### src/rtl/rf_ctrl_pkg.sv
// Shared types and constants for the register-file access controller.
// Used by rf_access_ctrl and its round-robin write arbiter.
package rf_ctrl_pkg;

    localparam int REG_ADDR_W = 5;
    localparam int REG_DATA_W = 32;

    localparam logic SOURSEL_ALU = 1'b0;
    localparam logic SOURSEL_LSU = 1'b1;

    typedef enum logic [2:0] {
        ST_IDLE,
        ST_W_SETUP,
        ST_W_STROBE,
        ST_W_RELEASE,
        ST_R_SETUP,
        ST_R_STROBE,
        ST_R_RELEASE
    } rf_ctrl_state_e;

    typedef enum logic [1:0] {
        GNT_NONE,
        GNT_ALU,
        GNT_LSU,
        GNT_RD
    } rf_grant_e;

endpackage

### src/rtl/rf_ctrl_rr_arb.sv
// Two-way round-robin arbiter between the ALU and LSU write requesters.
// The pointer remembers which side was granted last and only moves when
// the caller reports that a grant was actually taken (advance_i).
module rf_ctrl_rr_arb (
    input  logic clk_i,
    input  logic rst_i,
    input  logic reqAlu_i,
    input  logic reqLsu_i,
    input  logic advance_i,
    output logic gntAlu_o,
    output logic gntLsu_o
);
    import rf_ctrl_pkg::*;

    logic lastLsu_q;
    logic lastLsu_d;

    // On a tie the side that was not served last wins; a lone request always wins
    always_comb begin
        gntAlu_o = reqAlu_i && (!reqLsu_i || lastLsu_q);
        gntLsu_o = reqLsu_i && !gntAlu_o;
    end

    // Move the pointer only when the granted request is consumed
    always_comb begin
        lastLsu_d = lastLsu_q;
        if (advance_i && gntAlu_o) begin
            lastLsu_d = SOURSEL_ALU;
        end else if (advance_i && gntLsu_o) begin
            lastLsu_d = SOURSEL_LSU;
        end
    end

    // Pointer starts as "LSU served last" so the ALU wins the first tie
    always_ff @(posedge clk_i) begin
        if (rst_i) begin
            lastLsu_q <= SOURSEL_LSU;
        end else begin
            lastLsu_q <= lastLsu_d;
        end
    end

endmodule

### src/rtl/rf_access_ctrl.sv
// Scheduler in front of register_file: arbitrates the single write port
// between ALU and LSU, serialises decode reads, and sequences the level
// strobes as setup / strobe / release. Readies are combinational; every
// other output is registered.
// Optional feature macro: RF_CTRL_X0_DISCARD_EN (writes to x0 are accepted
// but never strobed into the register file).
module rf_access_ctrl
    import rf_ctrl_pkg::*;
#(
    parameter int unsigned STROBE_CYCLES = 1,
    parameter int unsigned MAX_WR_BURST  = 4
) (
    input  logic                  clk_i,
    input  logic                  rst_i,
    input  logic                  alu_wvalid_i,
    output logic                  alu_wready_o,
    input  logic [REG_ADDR_W-1:0] alu_waddr_i,
    input  logic [REG_DATA_W-1:0] alu_wdata_i,
    input  logic                  lsu_wvalid_i,
    output logic                  lsu_wready_o,
    input  logic [REG_ADDR_W-1:0] lsu_waddr_i,
    input  logic [REG_DATA_W-1:0] lsu_wdata_i,
    input  logic                  rd_valid_i,
    output logic                  rd_ready_o,
    input  logic [REG_ADDR_W-1:0] rd_raddr_a_i,
    input  logic [REG_ADDR_W-1:0] rd_raddr_b_i,
    output logic                  rd_done_o,
    output logic [REG_DATA_W-1:0] rd_rdata_a_o,
    output logic [REG_DATA_W-1:0] rd_rdata_b_o,
    output logic                  rf_req_ra_o,
    output logic                  rf_req_rb_o,
    output logic                  rf_req_w_o,
    output logic [REG_ADDR_W-1:0] rf_raddr_a_o,
    output logic [REG_ADDR_W-1:0] rf_raddr_b_o,
    output logic [REG_ADDR_W-1:0] rf_waddr_a_o,
    output logic [REG_DATA_W-1:0] rf_wdata_alu_o,
    output logic [REG_DATA_W-1:0] rf_wdata_lsu_o,
    output logic                  rf_soursel_o,
    input  logic [REG_DATA_W-1:0] rf_rdata_a_i,
    input  logic [REG_DATA_W-1:0] rf_rdata_b_i
);

    localparam logic [3:0] STRB_LAST = 4'(STROBE_CYCLES - 1);
    localparam logic [3:0] BURST_MAX = 4'(MAX_WR_BURST);

    rf_ctrl_state_e state_q, state_d;
    logic [3:0]     strbCnt_q, strbCnt_d;
    logic [3:0]     burstCnt_q, burstCnt_d;

    logic                  reqW_q, reqW_d;
    logic                  reqR_q, reqR_d;
    logic                  done_q, done_d;
    logic                  soursel_q, soursel_d;
    logic [REG_ADDR_W-1:0] waddr_q, waddr_d;
    logic [REG_ADDR_W-1:0] raddrA_q, raddrA_d;
    logic [REG_ADDR_W-1:0] raddrB_q, raddrB_d;
    logic [REG_DATA_W-1:0] wdataAlu_q, wdataAlu_d;
    logic [REG_DATA_W-1:0] wdataLsu_q, wdataLsu_d;
    logic [REG_DATA_W-1:0] rdataA_q, rdataA_d;
    logic [REG_DATA_W-1:0] rdataB_q, rdataB_d;

    rf_grant_e             grant;
    logic                  arbAlu;
    logic                  arbLsu;
    logic                  wrGrant;
    logic                  readWins;
    logic                  discard;
    logic [REG_ADDR_W-1:0] wrAddr;

    rf_ctrl_rr_arb u_rr_arb (
        .clk_i     (clk_i),
        .rst_i     (rst_i),
        .reqAlu_i  (alu_wvalid_i),
        .reqLsu_i  (lsu_wvalid_i),
        .advance_i (wrGrant),
        .gntAlu_o  (arbAlu),
        .gntLsu_o  (arbLsu)
    );

    // Pick at most one requester, only in IDLE and never while reset is held;
    // a pending read overtakes writes once the write burst limit is reached
    always_comb begin
        grant    = GNT_NONE;
        readWins = rd_valid_i && (burstCnt_q == BURST_MAX);
        if (!rst_i && (state_q == ST_IDLE)) begin
            if ((alu_wvalid_i || lsu_wvalid_i) && !readWins) begin
                if (arbAlu) begin
                    grant = GNT_ALU;
                end else if (arbLsu) begin
                    grant = GNT_LSU;
                end
            end else if (rd_valid_i) begin
                grant = GNT_RD;
            end
        end
    end

    assign alu_wready_o = (grant == GNT_ALU);
    assign lsu_wready_o = (grant == GNT_LSU);
    assign rd_ready_o   = (grant == GNT_RD);
    assign wrGrant      = alu_wready_o || lsu_wready_o;
    assign wrAddr       = lsu_wready_o ? lsu_waddr_i : alu_waddr_i;

`ifdef RF_CTRL_X0_DISCARD_EN
    assign discard = wrGrant && (wrAddr == '0);
`else
    assign discard = 1'b0;
`endif

    // Count writes that were granted while a read was kept waiting
    always_comb begin
        burstCnt_d = burstCnt_q;
        if (grant == GNT_RD) begin
            burstCnt_d = '0;
        end else if (wrGrant) begin
            if (!rd_valid_i) begin
                burstCnt_d = '0;
            end else if (burstCnt_q != BURST_MAX) begin
                burstCnt_d = burstCnt_q + 4'd1;
            end
        end
    end

    // Next-state logic: setup, strobe held for STROBE_CYCLES, release
    always_comb begin
        state_d   = state_q;
        strbCnt_d = '0;
        unique case (state_q)
            ST_IDLE: begin
                if (wrGrant) begin
                    state_d = discard ? ST_W_RELEASE : ST_W_SETUP;
                end else if (grant == GNT_RD) begin
                    state_d = ST_R_SETUP;
                end
            end
            ST_W_SETUP: state_d = ST_W_STROBE;
            ST_W_STROBE: begin
                if (strbCnt_q == STRB_LAST) begin
                    state_d = ST_W_RELEASE;
                end else begin
                    strbCnt_d = strbCnt_q + 4'd1;
                end
            end
            ST_W_RELEASE: state_d = ST_IDLE;
            ST_R_SETUP:   state_d = ST_R_STROBE;
            ST_R_STROBE: begin
                if (strbCnt_q == STRB_LAST) begin
                    state_d = ST_R_RELEASE;
                end else begin
                    strbCnt_d = strbCnt_q + 4'd1;
                end
            end
            ST_R_RELEASE: state_d = ST_IDLE;
            default:      state_d = ST_IDLE;
        endcase
    end

    // Next values of the registered outputs; payloads load on the grant edge
    // and everything else holds between operations
    always_comb begin
        waddr_d    = waddr_q;
        wdataAlu_d = wdataAlu_q;
        wdataLsu_d = wdataLsu_q;
        soursel_d  = soursel_q;
        raddrA_d   = raddrA_q;
        raddrB_d   = raddrB_q;
        rdataA_d   = rdataA_q;
        rdataB_d   = rdataB_q;
        if (alu_wready_o && !discard) begin
            waddr_d    = alu_waddr_i;
            wdataAlu_d = alu_wdata_i;
            soursel_d  = SOURSEL_ALU;
        end else if (lsu_wready_o && !discard) begin
            waddr_d    = lsu_waddr_i;
            wdataLsu_d = lsu_wdata_i;
            soursel_d  = SOURSEL_LSU;
        end else if (rd_ready_o) begin
            raddrA_d = rd_raddr_a_i;
            raddrB_d = rd_raddr_b_i;
        end
        if ((state_q == ST_R_STROBE) && (state_d == ST_R_RELEASE)) begin
            rdataA_d = rf_rdata_a_i;
            rdataB_d = rf_rdata_b_i;
        end
        reqW_d = (state_d == ST_W_STROBE);
        reqR_d = (state_d == ST_R_STROBE);
        done_d = (state_d == ST_R_RELEASE);
    end

    // State and output registers; reset abandons any operation in flight
    always_ff @(posedge clk_i) begin
        if (rst_i) begin
            state_q    <= ST_IDLE;
            strbCnt_q  <= '0;
            burstCnt_q <= '0;
            reqW_q     <= 1'b0;
            reqR_q     <= 1'b0;
            done_q     <= 1'b0;
            soursel_q  <= 1'b0;
            waddr_q    <= '0;
            raddrA_q   <= '0;
            raddrB_q   <= '0;
            wdataAlu_q <= '0;
            wdataLsu_q <= '0;
            rdataA_q   <= '0;
            rdataB_q   <= '0;
        end else begin
            state_q    <= state_d;
            strbCnt_q  <= strbCnt_d;
            burstCnt_q <= burstCnt_d;
            reqW_q     <= reqW_d;
            reqR_q     <= reqR_d;
            done_q     <= done_d;
            soursel_q  <= soursel_d;
            waddr_q    <= waddr_d;
            raddrA_q   <= raddrA_d;
            raddrB_q   <= raddrB_d;
            wdataAlu_q <= wdataAlu_d;
            wdataLsu_q <= wdataLsu_d;
            rdataA_q   <= rdataA_d;
            rdataB_q   <= rdataB_d;
        end
    end

    assign rf_req_w_o     = reqW_q;
    assign rf_req_ra_o    = reqR_q;
    assign rf_req_rb_o    = reqR_q;
    assign rd_done_o      = done_q;
    assign rf_soursel_o   = soursel_q;
    assign rf_waddr_a_o   = waddr_q;
    assign rf_raddr_a_o   = raddrA_q;
    assign rf_raddr_b_o   = raddrB_q;
    assign rf_wdata_alu_o = wdataAlu_q;
    assign rf_wdata_lsu_o = wdataLsu_q;
    assign rd_rdata_a_o   = rdataA_q;
    assign rd_rdata_b_o   = rdataB_q;

endmodule

### config.mk
export PLATFORM = sky130hd
export DESIGN_NAME = rf_access_ctrl
export DESIGN_NICKNAME = d
export VERILOG_FILES = /design/src/rtl/rf_ctrl_pkg.sv /design/src/rtl/rf_ctrl_rr_arb.sv /design/src/rtl/rf_access_ctrl.sv
export SDC_FILE = /design/constraint.sdc
export NUM_CORES = 1
export LEC_CHECK = 0
export ABC_AREA = 0
export ABC_CLOCK_PERIOD_IN_PS = 2550
export BUFFER_PORTS_ARGS = -buffer_cell sky130_fd_sc_hd__clkbuf_2
export CORE_ASPECT_RATIO = 0.5
export CORE_UTILIZATION = 30
export DETAILED_ROUTE_END_ITERATION = 10
export GPL_ROUTABILITY_DRIVEN = 0
export GPL_TIMING_DRIVEN = 0
export PLACE_DENSITY = 0.57
export REMOVE_ABC_BUFFERS = 1
export SETUP_SLACK_MARGIN = 0.2
export SLEW_MARGIN = 20
export SYNTH_ARGS = -nofsm -noshare
export SYNTH_HDL_FRONTEND = slang
export SYNTH_SLANG_ARGS = --single-unit
### constraint.sdc
create_clock -name clk_i -period 2.55 [get_ports clk_i]
set_clock_uncertainty 0.15 [all_clocks]
set_input_delay 0.51 -clock clk_i [delete_from_list [all_inputs] [get_ports clk_i]]
set_output_delay 0.51 -clock clk_i [all_outputs]
set_load 0.02 [all_outputs]
==> impl_metrics.ini <==
[outcome]
outcome = finished, final reports clean

[global_routing]
grt_pass1_wl_um = 26790
track_usage_pct = 15.36
grt_max_degree = 116
grt.overflow.total = 0
antenna_violations_before_repair = 0
grt_pass1_vias = 5179

[job]
maxCapViolations = 0

[clock_tree]
clock_sink_count = 159
cts_max_path_buffers = 2
post_cts_hold_buffer_count = 0
tritoncts_clock_tree = done
clock_latency_ns = 0.42
tritoncts.num_buffers = 17
clk_pin_slew_ns = 0.06
htree_num_levels = 4
clock_root_buffer = sky130_fd_sc_hd__clkbuf_16

[floorplanning]
number_of_i_o_pins = 304
fp.dieH_um = 106.8
start_util_pct = 31.34
die_width_um = 211.5
placementRows = 37
die_area_um2 = 22590
core_area_um2 = 21020

[yosys]
synth_area_um2 = 6586
synth-seq-area-share_pct = 48.33
synth_area_leader_cell = sky130_fd_sc_hd__dfxtp_1
synth-edff-count = 0
ys_types = 42
syn-mean-instance-area_um2 = 10.39
synth-main-ff-cell = sky130_fd_sc_hd__dfxtp_1
synth-seq-cells = 159
synth_top_area_share_pct = 48.33
synth.most_common_cell = sky130_fd_sc_hd__dfxtp_1
syn-instance-count = 634
synth_top_cells_by_count = sky130_fd_sc_hd__dfxtp_1, sky130_fd_sc_hd__mux2i_1, sky130_fd_sc_hd__nand2b_1, sky130_fd_sc_hd__nor2_1, sky130_fd_sc_hd__clkbuf_1
synth.area.top_cells = sky130_fd_sc_hd__dfxtp_1, sky130_fd_sc_hd__mux2i_1, sky130_fd_sc_hd__nand2b_1, sky130_fd_sc_hd__nor2_1, sky130_fd_sc_hd__buf_12
async_flop_share_pct = 0
synthesis.yosys.warnings = 0

[critical_path]
worst_setup_path_start_kind = flop
required_ns = 1.89
classification_of_the_worst_setup_path = reg2out
critical_path_end_type = output port
worst-endpoint-arrival_ns = 1.75
crit_fanout = 3

[timing]
worstMarginPinSlew_ns = 0.3789
final.hold.worst_slack_ns = 0.1680
timing_max_transition_violations_final = 0
finalHoldViolCount = 0
tns_ns = 0
final.period_utilization_pct = 94.60
grt_setup_unrepaired = yes
timing.slew.headroom_pct = 74.74
setup_violations = 0
period_needed_ns = 2.412
max_freq_mhz = 414.6
final.setup.worst_slack_ns = 0.1377

[layout]
layout.core_utilization_pct = 43.87
final_cell_area_um2 = 9221
fin_nets = 1095
finalNonFillerCells = 1237
layout-area-overhead-vs-synth_pct = 40.01
antenna-diode-count = 0
layout.filler_cells = 2099
final_layout_size_suffix_gt1_share_pct = 40.53

[power]
total_power_mw = 6.982
ir_worst_vdd_mv = 0.3251
cellLeakagePower_nw = 4.034
power-per-cell-area_nw_per_um2 = 757.2

[detailed_routing]
remaining_drc_errors = 0
initialDrtViolationCount = 203
routed_wire_length_per_instance_um = 14.26
vias_per_cell = 4.358
route.final.wire_length_um = 17640
route.vias.total = 5391
final_antenna_net_count = 0
detailedRoute.firstPassIterationCount = 4

[placed_design]
placed_cell_area_um2 = 8317
numPlacedInstances = 1189
number_of_buffers_added_on_ports = 303
dp.final_hpwl_um = 12440
placement.setup.worst_slack_ns = -0.8348

[hold_path]
hp-class = in2reg
[kinds of logic after synthesis]
logic type	after synthesis	synth area share (%)
flip-flops	159	48.33
AO/OA/AOI/OAI	22	2.337
XOR/XNOR	2	0.2660
buffers and inverters	52	4.769
AND/OR/NAND/NOR	243	20.19
multiplexers	148	22.59
adder cells (fa/ha/maj)	8	1.520
[path summary, 6_finish.rpt]
check / end / start / cells after the start / slack, ns
max: rd_ready_o / burstCnt_q[0] / 6 / 0.14
min: rf_wdata_alu_o[20] / alu_wdata_i[20] / 3 / 0.17
max reg2reg: rf_waddr_a_o[4] / burstCnt_q[1] / 10 / 0.27
min reg2reg: rd_rdata_a_o[27] / rd_rdata_a_o[27] / 2 / 0.32
[cells in the final DEF (no fill, tap or decap), types with 3 or more instances in the layout]
cell and count:
sky130_fd_sc_hd__bufinv_16 4, sky130_fd_sc_hd__clkinv_4 3, sky130_fd_sc_hd__inv_1 5, sky130_fd_sc_hd__buf_8 3, sky130_fd_sc_hd__ha_1 3, sky130_fd_sc_hd__mux2_2 5
sky130_fd_sc_hd__nand3_1 4, sky130_fd_sc_hd__a21oi_1 3, sky130_fd_sc_hd__nand2b_1 131, sky130_fd_sc_hd__nor3_1 4, sky130_fd_sc_hd__ha_4 5, sky130_fd_sc_hd__mux2i_1 143
sky130_fd_sc_hd__clkbuf_2 299, sky130_fd_sc_hd__clkbuf_16 18, sky130_fd_sc_hd__nor2_1 87, sky130_fd_sc_hd__buf_4 16, sky130_fd_sc_hd__dfxtp_2 4, sky130_fd_sc_hd__buf_16 3
sky130_fd_sc_hd__dfxtp_1 154
[registers in the layout, indices dropped and copies added (netlist names)]
name and cells:
rf_req_w_o 1, rf_req_ra_o 1, rf_wdata_alu_o 32, strbCnt_q 4, rf_soursel_o 1, rf_waddr_a_o 5
burstCnt_q 4, rf_raddr_b_o 5, rf_wdata_lsu_o 32, rd_rdata_a_o 32, rd_rdata_b_o 32, rd_done_o 1
u_rr_arb.lastLsu_q 1, state_q 3, rf_raddr_a_o 5
[area by class of cell]
class / count / area, um^2 / share of cell area [%]
timing repair buffer: 326 / 1834 / 19.89
multi-input combinational: 423 / 3193 / 34.63
clock inverter: 10 / 163.9 / 1.777
tap: 292 / 365.4 / 3.962
sequential: 159 / 3192 / 34.61
inverter: 7 / 26.28 / 0.2849
clock buffer: 20 / 446.7 / 4.844
[worst max-delay path, cell delays in order (launching register included)]
cell                      delay (ns)
sky130_fd_sc_hd__dfxtp_2        0.33
sky130_fd_sc_hd__inv_2          0.05
sky130_fd_sc_hd__ha_4           0.15
sky130_fd_sc_hd__and4b_2        0.26
sky130_fd_sc_hd__o21a_4         0.24
sky130_fd_sc_hd__ha_4           0.18
sky130_fd_sc_hd__buf_6          0.13
[power by group]
part / internal [mW] / total (mW) / switching, mW / leakage, nW
logic: 0.705 / 1.51 / 0.804 / 2.45
registers: 2.68 / 2.80 / 0.124 / 1.29
clock network: 1.65 / 2.67 / 1.02 / 0.296
total: 5.04 / 6.98 / 1.94 / 4.03
[repair_timing]
action,CTS,global route
resized for setup,27,12
endpoints found under the setup margin,80,53
setup buffers,11,6
pin swaps,6,5
gates cloned,1,0
[metal layers]
layer / track usage (%) / vias to the layer above / part of all wire (%)
li1: - / 2696 / -
met1: 17.28 / 2559 / 42
met2: 27.58 / 104 / 53
met3: 3.368 / 32 / 3.2
met4: 7.609 / 0 / 2.4
met5: 0 / - / 0
(Power assumes the default switching activity.)
